$ cat config.mk
export PLATFORM = sky130hd
export DESIGN_NAME = array_frame_driver
export DESIGN_NICKNAME = d
export VERILOG_FILES = /design/src/rtl/array_drv_pkg.sv /design/src/rtl/array_drv_beat_ctr.sv /design/src/rtl/array_frame_driver.sv
export SDC_FILE = /design/constraint.sdc
export NUM_CORES = 1
export LEC_CHECK = 0
export BUFFER_PORTS_ARGS = -buffer_cell sky130_fd_sc_hd__buf_4
export CORE_MARGIN = 3
export CORE_UTILIZATION = 24
export DETAILED_ROUTE_END_ITERATION = 12
export PLACE_DENSITY = 0.43
export RECOVER_POWER = 25
export SKIP_CTS_REPAIR_TIMING = 1
export SLEW_MARGIN = 10
export SYNTH_ARGS = -nofsm -noshare
export SYNTH_HDL_FRONTEND = slang
export SYNTH_HIERARCHICAL = 1
export SYNTH_SLANG_ARGS = --single-unit
$ cat constraint.sdc
create_clock -name clk -period 3.55 [get_ports clk]
set_input_delay 0.71 -clock clk [delete_from_list [all_inputs] [get_ports clk]]
set_output_delay 0.71 -clock clk [all_outputs]
set_load 0.005 [all_outputs]
$ cat src/rtl/array_drv_pkg.sv
// ============================================================================
// Module      : array_drv_pkg
// Description : Shared FSM state encoding, default dimensions and sizing
//               helpers for the array frame driver.
// Revision    : 1.0 - initial release
// ============================================================================
`default_nettype none

package array_drv_pkg;

    typedef enum logic [2:0] {
        LOAD_R1 = 3'd0,
        LOAD_R2 = 3'd1,
        LOAD_R4 = 3'd2,
        COMMIT  = 3'd3,
        DRAIN   = 3'd4
    } drv_state_e;

    localparam int DEF_LANES = 4;
    localparam int DEF_EW    = 2;
    localparam int DEF_ROWS  = 5;
    localparam int DEF_COLS  = 6;
    localparam int DEF_P0    = 2;
    localparam int DEF_P1    = 4;
    localparam int DEF_P2    = 3;

    function automatic int beat_total(input int lanes, input int rows, input int cols,
                                      input int p0, input int p1);
        return lanes + rows * cols + p0 * p1;
    endfunction

    function automatic int max2(input int a, input int b);
        return (a > b) ? a : b;
    endfunction

    // Index width that still works for single-entry dimensions.
    function automatic int idx_w(input int n);
        return (n <= 1) ? 1 : $clog2(n);
    endfunction

endpackage

`default_nettype wire

$ cat src/rtl/array_drv_beat_ctr.sv
// ============================================================================
// Module      : array_drv_beat_ctr
// Description : Field-local beat index with field/frame-final flags and
//               row/col and p0/p1 decode for the shadow write enables.
// Revision    : 1.0 - initial release
// ============================================================================
`default_nettype none

module array_drv_beat_ctr
    import array_drv_pkg::*;
#(
    parameter  int LANES  = DEF_LANES,
    parameter  int ROWS   = DEF_ROWS,
    parameter  int COLS   = DEF_COLS,
    parameter  int P0     = DEF_P0,
    parameter  int P1     = DEF_P1,
    localparam int LANE_W = idx_w(LANES),
    localparam int ROW_W  = idx_w(ROWS),
    localparam int COL_W  = idx_w(COLS),
    localparam int P0_W   = idx_w(P0),
    localparam int P1_W   = idx_w(P1)
) (
    input  logic              clk,
    input  logic              rst_n,
    input  logic              clr,
    input  logic              adv,
    input  drv_state_e        state,
    output logic              field_final,
    output logic              frame_final,
    output logic [LANE_W-1:0] lane,
    output logic [ROW_W-1:0]  row,
    output logic [COL_W-1:0]  col,
    output logic [P0_W-1:0]   p0,
    output logic [P1_W-1:0]   p1
);

    localparam int IDX_W = idx_w(max2(LANES, max2(ROWS * COLS, P0 * P1)));
    localparam int MIN_W = idx_w(max2(COLS, P1));
    localparam int MAJ_W = idx_w(max2(ROWS, P0));

    logic [IDX_W-1:0] idx_q, idx_d, last_idx;
    logic [MIN_W-1:0] minor_q, minor_d, last_minor;
    logic [MAJ_W-1:0] major_q, major_d;
    logic             in_load;

    always_comb begin
        last_idx   = '0;
        last_minor = '0;
        in_load    = 1'b1;
        case (state)
            LOAD_R1: last_idx = IDX_W'(LANES - 1);
            LOAD_R2: begin
                last_idx   = IDX_W'(ROWS * COLS - 1);
                last_minor = MIN_W'(COLS - 1);
            end
            LOAD_R4: begin
                last_idx   = IDX_W'(P0 * P1 - 1);
                last_minor = MIN_W'(P1 - 1);
            end
            default: in_load = 1'b0;
        endcase
    end

    assign field_final = in_load && (idx_q == last_idx);
    assign frame_final = field_final && (state == LOAD_R4);

    // minor is the fastest-moving coordinate (col / p1); R1 only needs idx.
    always_comb begin
        idx_d   = idx_q;
        minor_d = minor_q;
        major_d = major_q;
        if (clr || (adv && field_final)) begin
            idx_d   = '0;
            minor_d = '0;
            major_d = '0;
        end else if (adv) begin
            idx_d = idx_q + IDX_W'(1);
            if (state != LOAD_R1) begin
                if (minor_q == last_minor) begin
                    minor_d = '0;
                    major_d = major_q + MAJ_W'(1);
                end else begin
                    minor_d = minor_q + MIN_W'(1);
                end
            end
        end
    end

    always_ff @(posedge clk or negedge rst_n) begin
        if (!rst_n) begin
            idx_q   <= '0;
            minor_q <= '0;
            major_q <= '0;
        end else begin
            idx_q   <= idx_d;
            minor_q <= minor_d;
            major_q <= major_d;
        end
    end

    assign lane = idx_q[LANE_W-1:0];
    assign row  = major_q[ROW_W-1:0];
    assign col  = minor_q[COL_W-1:0];
    assign p0   = major_q[P0_W-1:0];
    assign p1   = minor_q[P1_W-1:0];

endmodule

`default_nettype wire

$ cat src/rtl/array_frame_driver.sv
// ============================================================================
// Module      : array_frame_driver
// Description : Assembles a serial beat stream into shadow registers and
//               commits whole frames atomically to array outputs.
//               Optional beat parity check: define ARRAY_DRV_PARITY_EN.
// Revision    : 1.0 - initial release
// ============================================================================
`default_nettype none

module array_frame_driver
    import array_drv_pkg::*;
#(
    parameter  int LANES = DEF_LANES,
    parameter  int EW    = DEF_EW,
    parameter  int ROWS  = DEF_ROWS,
    parameter  int COLS  = DEF_COLS,
    parameter  int P0    = DEF_P0,
    parameter  int P1    = DEF_P1,
    parameter  int P2    = DEF_P2,
    localparam int DW    = max2(EW, P2)
) (
    input  logic                          clk,
    input  logic                          rst_n,
    input  logic                          wr_valid,
    output logic                          wr_ready,
    input  logic [DW-1:0]                 wr_data,
    input  logic                          wr_last,
`ifdef ARRAY_DRV_PARITY_EN
    input  logic                          wr_par,
`endif
    output logic [EW-1:0]                 reg1 [LANES],
    output logic                          reg2 [ROWS][COLS],
    output logic [P0-1:0][P1-1:0][P2-1:0] reg4,
    output logic                          upd,
    output logic                          frame_err,
    output logic [15:0]                   frame_cnt
);

    localparam int LANE_W = idx_w(LANES);
    localparam int ROW_W  = idx_w(ROWS);
    localparam int COL_W  = idx_w(COLS);
    localparam int P0_W   = idx_w(P0);
    localparam int P1_W   = idx_w(P1);

    drv_state_e  state_q, state_d;
    logic        bad_q, bad_d;
    logic        upd_q, upd_d;
    logic        err_q, err_d;
    logic [15:0] cnt_q, cnt_d;
    logic        commit, accept, in_load, par_bad, bad_now;
    logic        ctr_clr, ctr_adv, field_final, frame_final;

    logic [LANE_W-1:0] lane;
    logic [ROW_W-1:0]  row;
    logic [COL_W-1:0]  col;
    logic [P0_W-1:0]   p0;
    logic [P1_W-1:0]   p1;

    logic [EW-1:0]                 sh1_q [LANES];
    logic [EW-1:0]                 sh1_d [LANES];
    logic                          sh2_q [ROWS][COLS];
    logic                          sh2_d [ROWS][COLS];
    logic [P0-1:0][P1-1:0][P2-1:0] sh4_q, sh4_d;
    logic [EW-1:0]                 reg1_q [LANES];
    logic [EW-1:0]                 reg1_d [LANES];
    logic                          reg2_q [ROWS][COLS];
    logic                          reg2_d [ROWS][COLS];
    logic [P0-1:0][P1-1:0][P2-1:0] reg4_q, reg4_d;

`ifdef ARRAY_DRV_PARITY_EN
    assign par_bad = wr_par ^ (^wr_data);
`else
    assign par_bad = 1'b0;
`endif

    assign wr_ready = (state_q != COMMIT);
    assign accept   = wr_valid && wr_ready;
    assign in_load  = (state_q == LOAD_R1) || (state_q == LOAD_R2) || (state_q == LOAD_R4);
    assign ctr_adv  = accept && in_load;
    assign bad_now  = bad_q || par_bad;

    array_drv_beat_ctr #(
        .LANES (LANES),
        .ROWS  (ROWS),
        .COLS  (COLS),
        .P0    (P0),
        .P1    (P1)
    ) u_beat_ctr (
        .clk         (clk),
        .rst_n       (rst_n),
        .clr         (ctr_clr),
        .adv         (ctr_adv),
        .state       (state_q),
        .field_final (field_final),
        .frame_final (frame_final),
        .lane        (lane),
        .row         (row),
        .col         (col),
        .p0          (p0),
        .p1          (p1)
    );

    // A parity-flagged frame is only judged at its last beat, so a bad beat
    // mid-frame keeps loading (and draining, if last goes missing).
    always_comb begin
        state_d = state_q;
        bad_d   = bad_q;
        upd_d   = 1'b0;
        err_d   = 1'b0;
        cnt_d   = cnt_q;
        ctr_clr = 1'b0;
        commit  = 1'b0;
        case (state_q)
            LOAD_R1, LOAD_R2, LOAD_R4: begin
                if (accept) begin
                    if (frame_final) begin
                        bad_d = 1'b0;
                        if (wr_last && !bad_now) begin
                            state_d = COMMIT;
                        end else begin
                            err_d   = 1'b1;
                            state_d = wr_last ? LOAD_R1 : DRAIN;
                        end
                    end else if (wr_last) begin
                        bad_d   = 1'b0;
                        err_d   = 1'b1;
                        ctr_clr = 1'b1;
                        state_d = LOAD_R1;
                    end else begin
                        bad_d = bad_now;
                        if (field_final) begin
                            state_d = (state_q == LOAD_R1) ? LOAD_R2 : LOAD_R4;
                        end
                    end
                end
            end
            COMMIT: begin
                commit  = 1'b1;
                upd_d   = 1'b1;
                cnt_d   = cnt_q + 16'd1;
                state_d = LOAD_R1;
            end
            DRAIN: begin
                if (accept && wr_last) begin
                    state_d = LOAD_R1;
                end
            end
            default: state_d = LOAD_R1;
        endcase
    end

    always_comb begin
        sh1_d = sh1_q;
        sh2_d = sh2_q;
        sh4_d = sh4_q;
        if (accept) begin
            case (state_q)
                LOAD_R1: sh1_d[lane]     = wr_data[EW-1:0];
                LOAD_R2: sh2_d[row][col] = wr_data[0];
                LOAD_R4: sh4_d[p0][p1]   = wr_data[P2-1:0];
                default: ;
            endcase
        end
    end

    always_comb begin
        reg1_d = reg1_q;
        reg2_d = reg2_q;
        reg4_d = reg4_q;
        if (commit) begin
            reg1_d = sh1_q;
            reg2_d = sh2_q;
            reg4_d = sh4_q;
        end
    end

    // Shadow contents are don't-care after reset, so they carry no reset.
    always_ff @(posedge clk) begin
        sh1_q <= sh1_d;
        sh2_q <= sh2_d;
        sh4_q <= sh4_d;
    end

    always_ff @(posedge clk or negedge rst_n) begin
        if (!rst_n) begin
            state_q <= LOAD_R1;
            bad_q   <= 1'b0;
            upd_q   <= 1'b0;
            err_q   <= 1'b0;
            cnt_q   <= '0;
            reg1_q  <= '{default: '0};
            reg2_q  <= '{default: '0};
            reg4_q  <= '0;
        end else begin
            state_q <= state_d;
            bad_q   <= bad_d;
            upd_q   <= upd_d;
            err_q   <= err_d;
            cnt_q   <= cnt_d;
            reg1_q  <= reg1_d;
            reg2_q  <= reg2_d;
            reg4_q  <= reg4_d;
        end
    end

    assign reg1      = reg1_q;
    assign reg2      = reg2_q;
    assign reg4      = reg4_q;
    assign upd       = upd_q;
    assign frame_err = err_q;
    assign frame_cnt = cnt_q;

endmodule

`default_nettype wire

==> results of run 1 <==
cell families (layout without fill, tap and decap cells):
group | Yosys count | count (layout) | share of synthesized area
AOI/OAI and AO/OA | 38 | 38 | 0.0488
and+or+nand+nor | 317 | 317 | 0.215
adders and majority gates | 6 | 6 | 0.0118
muxes | 3 | 3 | 0.00471
buffers and inverters | 36 | 133 | 0.0300
xor gates and xnor gates | 21 | 21 | 0.0288
DFF | 156 | 156 | 0.660
cell usage after synthesis, types with 3 or more instances:
cell type	number	area, um^2
nand2_1	208	781
dfrtp_1	94	2350
edfxtp_1	62	1860
nor2_1	53	199
xnor2_1	18	158
buf_2	15	75.1
a21oi_1	9	45.0
buf_4	8	60.1
inv_1	7	26.3
nand2b_1	7	43.8
nor2b_1	7	43.8
nor3_1	7	35.0
and3_1	6	37.5
ha_1	6	75.1
nand3_1	5	25.0
a211oi_1	4	30.0
o21ai_0	4	20.0
o311ai_0	4	35.0
mux2i_1	3	30.0
nand4_1	3	18.8
o31ai_1	3	22.5
xor2_1	3	26.3
worst min-delay path: cells and delay by family (launching register included):
kind             cells  cell delay, ns
DFF                  1            0.32
and+or+nand+nor      2            0.09
flip-flops by register name (all words and copies together), names as in the netlist:
name	count
reg2	30
sh2_q	30
reg4	24
sh4_q	24
frame_cnt	16
reg1	8
sh1_q	8
u_beat_ctr/idx_q	5
state_q	3
u_beat_ctr/col	3
u_beat_ctr/row	3
frame_err	1
upd	1
area by class of cell:
cell class | instances | area [um^2] | area share
Sequential cell | 156 | 4210 | 0.534
Timing Repair Buffer | 93 | 683 | 0.0865
Inverter | 8 | 30.0 | 0.00380
Multi-Input combinational cell | 385 | 1980 | 0.250
Tap cell | 335 | 419 | 0.0531
Clock buffer | 18 | 450 | 0.0571
Clock inverter | 14 | 123 | 0.0155
report_power, final:
group / leakage [nW] / switching, mW / internal, mW
clock: 0.282 / 0.785 / 0.965
combinational: 1.43 / 0.894 / 0.800
sequential: 1.77 / 0.356 / 2.31
total: 3.47 / 2.03 / 4.07
path summary, 6_finish.rpt:
| kind | start | to | slack (ns) | depth (start not counted) |
|---|---|---|---|---|
| hold reg to reg | sh4_q[2] | reg4[2] | 0.43 | 2 |
| hold / removal | sh4_q[2] | reg4[2] | 0.43 | 2 |
| setup reg to reg | state_q[1] | u_beat_ctr/row[2] | 0.39 | 10 |
| min in group asynchronous | rst_n | reg2[18] | 1.15 | 1 |
| setup / recovery | state_q[1] | u_beat_ctr/row[2] | 0.39 | 10 |
| max in group asynchronous | rst_n | reg4[19] | 0.85 | 1 |
per-stage QoR:
stage / power, mW / cell area, um^2
detailed placement: 4.44 / 7340
floorplan: 3.59 / 6380
CTS: 6.23 / 7910
global placement: 4.40 / 7340
finish: 6.11 / 7900
global route: 6.55 / 7900
per-layer routing:
metal / part of all wire / wire, um
met5: 0 / 0
met1: 0.46 / 6710
met2: 0.48 / 6900
met3: 0.046 / 670
met4: 0.011 / 163
==> flow_metrics.env, run 1 <==
export IMPL_hpwl_um=9890
export IMPL_fin_util=0.302
export IMPL_cts_root_buf="clkbuf_16"
export IMPL_max_freq_mhz=317
export IMPL_antenna_found_initial=0
export IMPL_powerDensity_nw_per_um2=773
export IMPL_synth_edf_count=62
export IMPL_tightest_slew_ns=2.72
export IMPL_synthCells=577
export IMPL_placementRows=59
export IMPL_antenna_cells=0
export IMPL_nFillCells=2706
export IMPL_drive_above_1_share=0.197
export IMPL_overflow=0
export IMPL_nets=674
export IMPL_boundaryPins=88
export IMPL_syn_num_nets=590
export IMPL_cts_buffers=17
export IMPL_fin_setup_tns_ns=0
export IMPL_yosys_warnings=6
export IMPL_max_stage_delay_ns=0.72
export IMPL_wl_per_cell_um=14.3
export IMPL_grt_busiest_layer="met2"
export IMPL_routed_wl_um=14400
export IMPL_cts_sinks=156
export IMPL_irDropWorstVdd_v=0.000338
export IMPL_min_period_over_period=0.890
export IMPL_ant_nets=0
export IMPL_crit_slowest_cell="dfrtp_1"
export IMPL_synth_cell_types=55
export IMPL_async_flop_share=0.603
export IMPL_drc=0
export IMPL_place_gp_congestion=0.790
export IMPL_use_met3=0.0315
export IMPL_max_cap_violations=2
export IMPL_ys_seq_area_frac=0.660
export IMPL_p_leak_nw=3.47
export IMPL_finalCriticalPeriod_ns=3.16
export IMPL_die_y_um=169
export IMPL_crit_chain="and4bb_1, a31oi_4, nor3_1, and3_1, inv_1, ha_1, and2_1, o32ai_2, a211oi_1, mux2i_1"
export IMPL_stdcell_count=1009
export IMPL_chipWidth_um=169
export IMPL_hold_ws_ns=0.435
export IMPL_avgSynthCellArea_um2=11.1
export IMPL_fp_dieArea_um2=28600
export IMPL_grt_max_degree=66
export IMPL_grt_pass1_vias=4302
export IMPL_clock_skew_ns=0.0120
export IMPL_grt_pass1_wl_um=23500
export IMPL_slew_headroom=-0.815
export IMPL_path_delay_family="simple AND/OR/NAND/NOR gates"
export IMPL_cts_htree_levels=4
export IMPL_grt_use_met1=0.135
export IMPL_rsz0062_at_grt="false"
export IMPL_vias_per_cell=4.26
export IMPL_violations="max-capacitance violations, max-slew violations"
export IMPL_core_area_um2=26100
export IMPL_num_vias=4298
export IMPL_critPathKind="flip-flop to flip-flop"
export IMPL_drt_initial_drc_count=214
export IMPL_arrival_ns=3.50
export IMPL_required_ns=3.89
export IMPL_synthFlopType="dfrtp_1"
export IMPL_initial_core_util=0.244
export IMPL_cp_end_kind="flip-flop"
export IMPL_ys_ff_latch=156
export IMPL_clk_pin_slew_worst_paths_ns=0.07
export IMPL_finalSetupViolCount=0
export IMPL_area_growth_synth_to_final_pct=23.7
export IMPL_status="finished, violations left"
export IMPL_dr_pass1_iters=5
export IMPL_final_hold_viol_count=0
export IMPL_worstSkewPairLatency_ns=0.43
export IMPL_dpl_worst_slack_ns=0.446
export IMPL_syn_area_um2=6380
export IMPL_track_usage=0.105
export IMPL_path_max_fanout=17
export IMPL_cts_tree="done"
export IMPL_grtUsageMet2=0.169
export IMPL_io_buffer_count=87
export IMPL_dpl_cell_count=977
export IMPL_cts_buffer_depth=2
export IMPL_final_cell_mix="208 x nand2_1, 94 x dfrtp_1, 89 x buf_4"
export IMPL_critPathBufInv=1
export IMPL_final_common_cell="nand2_1"
export IMPL_worstHoldPathType="flip-flop to flip-flop"
export IMPL_startpoint_type="flip-flop"
export IMPL_setup_slack_ns=0.391
export IMPL_drv_slew=91
No activity file was read; power rests on OpenSTA's default activity.
==> inputs of run 2 (changes only) <==
--- a/config.mk
+++ b/config.mk
@@ -5,8 +5,8 @@
 export SDC_FILE = /design/constraint.sdc
 export NUM_CORES = 1
 export LEC_CHECK = 0
-export BUFFER_PORTS_ARGS = -buffer_cell sky130_fd_sc_hd__buf_4
-export CORE_MARGIN = 3
+export BUFFER_PORTS_ARGS = -buffer_cell sky130_fd_sc_hd__buf_2
+export CORE_MARGIN = 2
 export CORE_UTILIZATION = 24
 export DETAILED_ROUTE_END_ITERATION = 12
 export PLACE_DENSITY = 0.43
@@ -15,5 +15,4 @@
 export SLEW_MARGIN = 10
 export SYNTH_ARGS = -nofsm -noshare
 export SYNTH_HDL_FRONTEND = slang
-export SYNTH_HIERARCHICAL = 1
 export SYNTH_SLANG_ARGS = --single-unit
==> flow_metrics.env, run 2 <==
export IMPL_cts_tree="done"
export IMPL_ys_seq_area_frac=0.663
export IMPL_arrival_ns=1.82
export IMPL_cts_sinks=156
export IMPL_max_freq_mhz=395
export IMPL_post_dp_cell_area_um2=7170
export IMPL_critPathBufInv=2
export IMPL_hold_ws_ns=0.310
export IMPL_cp_end_kind="output pin"
export IMPL_finalInstanceArea_um2=7770
export IMPL_synth_common_cells="214 x nand2_1, 94 x dfrtp_1, 62 x edfxtp_1, 43 x nor2_1, 13 x xnor2_1"
export IMPL_yosys_warnings=0
export IMPL_avgSynthCellArea_um2=11.0
export IMPL_power_frac_comb=0.233
export IMPL_sequentialPowerShare=0.453
export IMPL_yosys_top_cells_area="dfrtp_1 37%, edfxtp_1 29%, nand2_1 13%, nor2_1 2.5%, ha_1 2.4%"
export IMPL_path_max_fanout=37
export IMPL_ys_ff_latch=156
export IMPL_synth_cell_types=50
export IMPL_syn_area_um2=6360
export IMPL_stdcell_count=1014
export IMPL_dr_pass1_iters=4
export IMPL_max_stage_delay_ns=0.61
export IMPL_max_cap_violations=0
export IMPL_total_power_mw=5.90
export IMPL_dpl_worst_slack_ns=1.21
export IMPL_ant_nets=0
export IMPL_final_common_cell="nand2_1"
export IMPL_cts_buffers=17
export IMPL_rsz0062_at_grt="false"
export IMPL_final_cell_mix="214 x nand2_1, 94 x dfrtp_1, 84 x buf_2"
export IMPL_p_leak_nw=3.56
export IMPL_num_vias=4259
export IMPL_antenna_found_initial=0
export IMPL_min_period_over_period=0.713
export IMPL_yosysMostFrequentCell="nand2_1"
export IMPL_setup_slack_ns=1.02
export IMPL_drc=0
export IMPL_internal_power_mw=4.02
export IMPL_clk_pin_slew_worst_paths_ns=0.07
export IMPL_async_flop_share=0.603
export IMPL_fp_dieArea_um2=27800
export IMPL_powerDensity_nw_per_um2=759
export IMPL_yosysTopAreaCell="dfrtp_1"
export IMPL_cts_htree_levels=4
export IMPL_placementRows=59
export IMPL_nFillCells=2709
export IMPL_multi_input_area_um2=2000
export IMPL_switching_share=0.319
export IMPL_core_area_um2=26100
export IMPL_critPathKind="flip-flop to output pin"
export IMPL_tightest_slew_ns=0.715
export IMPL_hpwl_um=9500
export IMPL_finalCriticalPeriod_ns=2.53
export IMPL_synthCells=579
export IMPL_grt_max_degree=95
export IMPL_synth_edf_count=62
export IMPL_die_y_um=167
export IMPL_required_ns=2.84
export IMPL_drt_initial_drc_count=210
export IMPL_area_growth_synth_to_final_pct=22.2
export IMPL_crit_chain="nand3b_2, buf_4, buf_2"
export IMPL_worstSkewPairLatency_ns=0.42
export IMPL_synthFlopType="dfrtp_1"
export IMPL_status="complete, no violations"
export IMPL_p_clk_frac=0.314
export IMPL_drive_above_1_share=0.197
export IMPL_routed_wl_um=14400
export IMPL_final_hold_viol_count=0
export IMPL_yosysTopAreaCellShare=0.370
export IMPL_chipWidth_um=167
export IMPL_antenna_cells=0
export IMPL_cts_root_buf="clkbuf_16"
export IMPL_vias_per_cell=4.20
export IMPL_place_gp_congestion=0.715
export IMPL_cts_buffer_depth=2
export IMPL_grt_pass1_vias=4341
export IMPL_finalSetupViolCount=0
export IMPL_path_delay_family="flip-flops"
export IMPL_fin_setup_tns_ns=0
export IMPL_overflow=0
export IMPL_drv_slew=0
export IMPL_irDropWorstVdd_v=0.000346
export IMPL_nets=685
export IMPL_register_area_um2=4210
export IMPL_crit_slowest_cell="dfrtp_1"
export IMPL_initial_core_util=0.244
export IMPL_dpl_cell_count=982
export IMPL_p_switching_mw=1.88
export IMPL_track_usage=0.109
export IMPL_slew_headroom=0.524
export IMPL_syn_num_nets=598
export IMPL_worstHoldPathType="input port to async pin"
export IMPL_fin_util=0.298
export IMPL_grt_pass1_wl_um=23800
export IMPL_boundaryPins=88
export IMPL_io_buffer_count=87
export IMPL_startpoint_type="flip-flop"
export IMPL_wl_per_cell_um=14.2
export IMPL_clock_skew_ns=0.00970
[run 2: changes by cell type after synthesis, moves of 5 or more]
cell / previous run / this run
buf_4: 8 / 1
clkbuf_1: 2 / 8
xnor2_1: 18 / 13
nor2b_1: 7 / 2
and2_1: 2 / 8
nand3_1: 5 / 10
nor2_1: 53 / 43
ha_1: 6 / 12
nand2_1: 208 / 214
[run 2: cells by family after synthesis]
family	after synthesis	synth area share
AO/OA/AOI/OAI	30	0.0323
XOR/XNOR	19	0.0283
adder cells (fa/ha/maj)	13	0.0252
buffers and inverters	34	0.0230
flip-flops	156	0.663
multiplexers	2	0.00354
AND/OR/NAND/NOR	325	0.225
[run 2: final timing paths]
check / from / endpoint / slack, ns / depth (start not counted)
hold / removal: rst_n / u_beat_ctr.idx_q[2] / 0.31 / 2
setup reg to reg: state_q[0] / u_beat_ctr.row[2] / 1.18 / 8
min in group clk: sh1_q[3] / reg1[3] / 0.44 / 2
hold reg to reg: sh1_q[3] / reg1[3] / 0.44 / 2
setup / recovery: state_q[2] / wr_ready / 1.02 / 3
max in group asynchronous: rst_n / reg4[18] / 2.68 / 2
[run 2: power groups by stage]
stage / Sequential (mW) / Clock (mW) / Combinational [mW]
detailed placement: 2.71 / 0 / 1.41
floorplan: 2.63 / 0 / 0.800
finish: 2.67 / 1.85 / 1.38
global route: 2.74 / 1.98 / 1.60
global placement: 2.70 / 0 / 1.40
CTS: 2.68 / 1.92 / 1.42
[run 2: cell type report]
cell class | count | share of cell area
tap | 335 | 0.0539
clock inverter | 14 | 0.0200
clock buffer | 18 | 0.0580
multi-input combinational | 389 | 0.257
inverter | 10 | 0.00483
sequential | 156 | 0.542
timing repair buffer | 92 | 0.0636
[run 2: routing by layer]
layer  wire, um  up-vias  track usage
li1           -     2093            -
met4        243        0       0.0375
met5          0        -            0
met2       6630       70        0.170
met3        559       16       0.0318
met1       6930     2080        0.145
[run 2: worst register-to-register path, stage by stage, from the launching register on]
cell and delay (ns):
dfrtp_1 0.60, nand2b_1 0.30, nor4_2 0.36, inv_1 0.08, ha_1 0.18, inv_1 0.12
o31ai_4 0.14, and2_1 0.30, nor3b_2 0.21
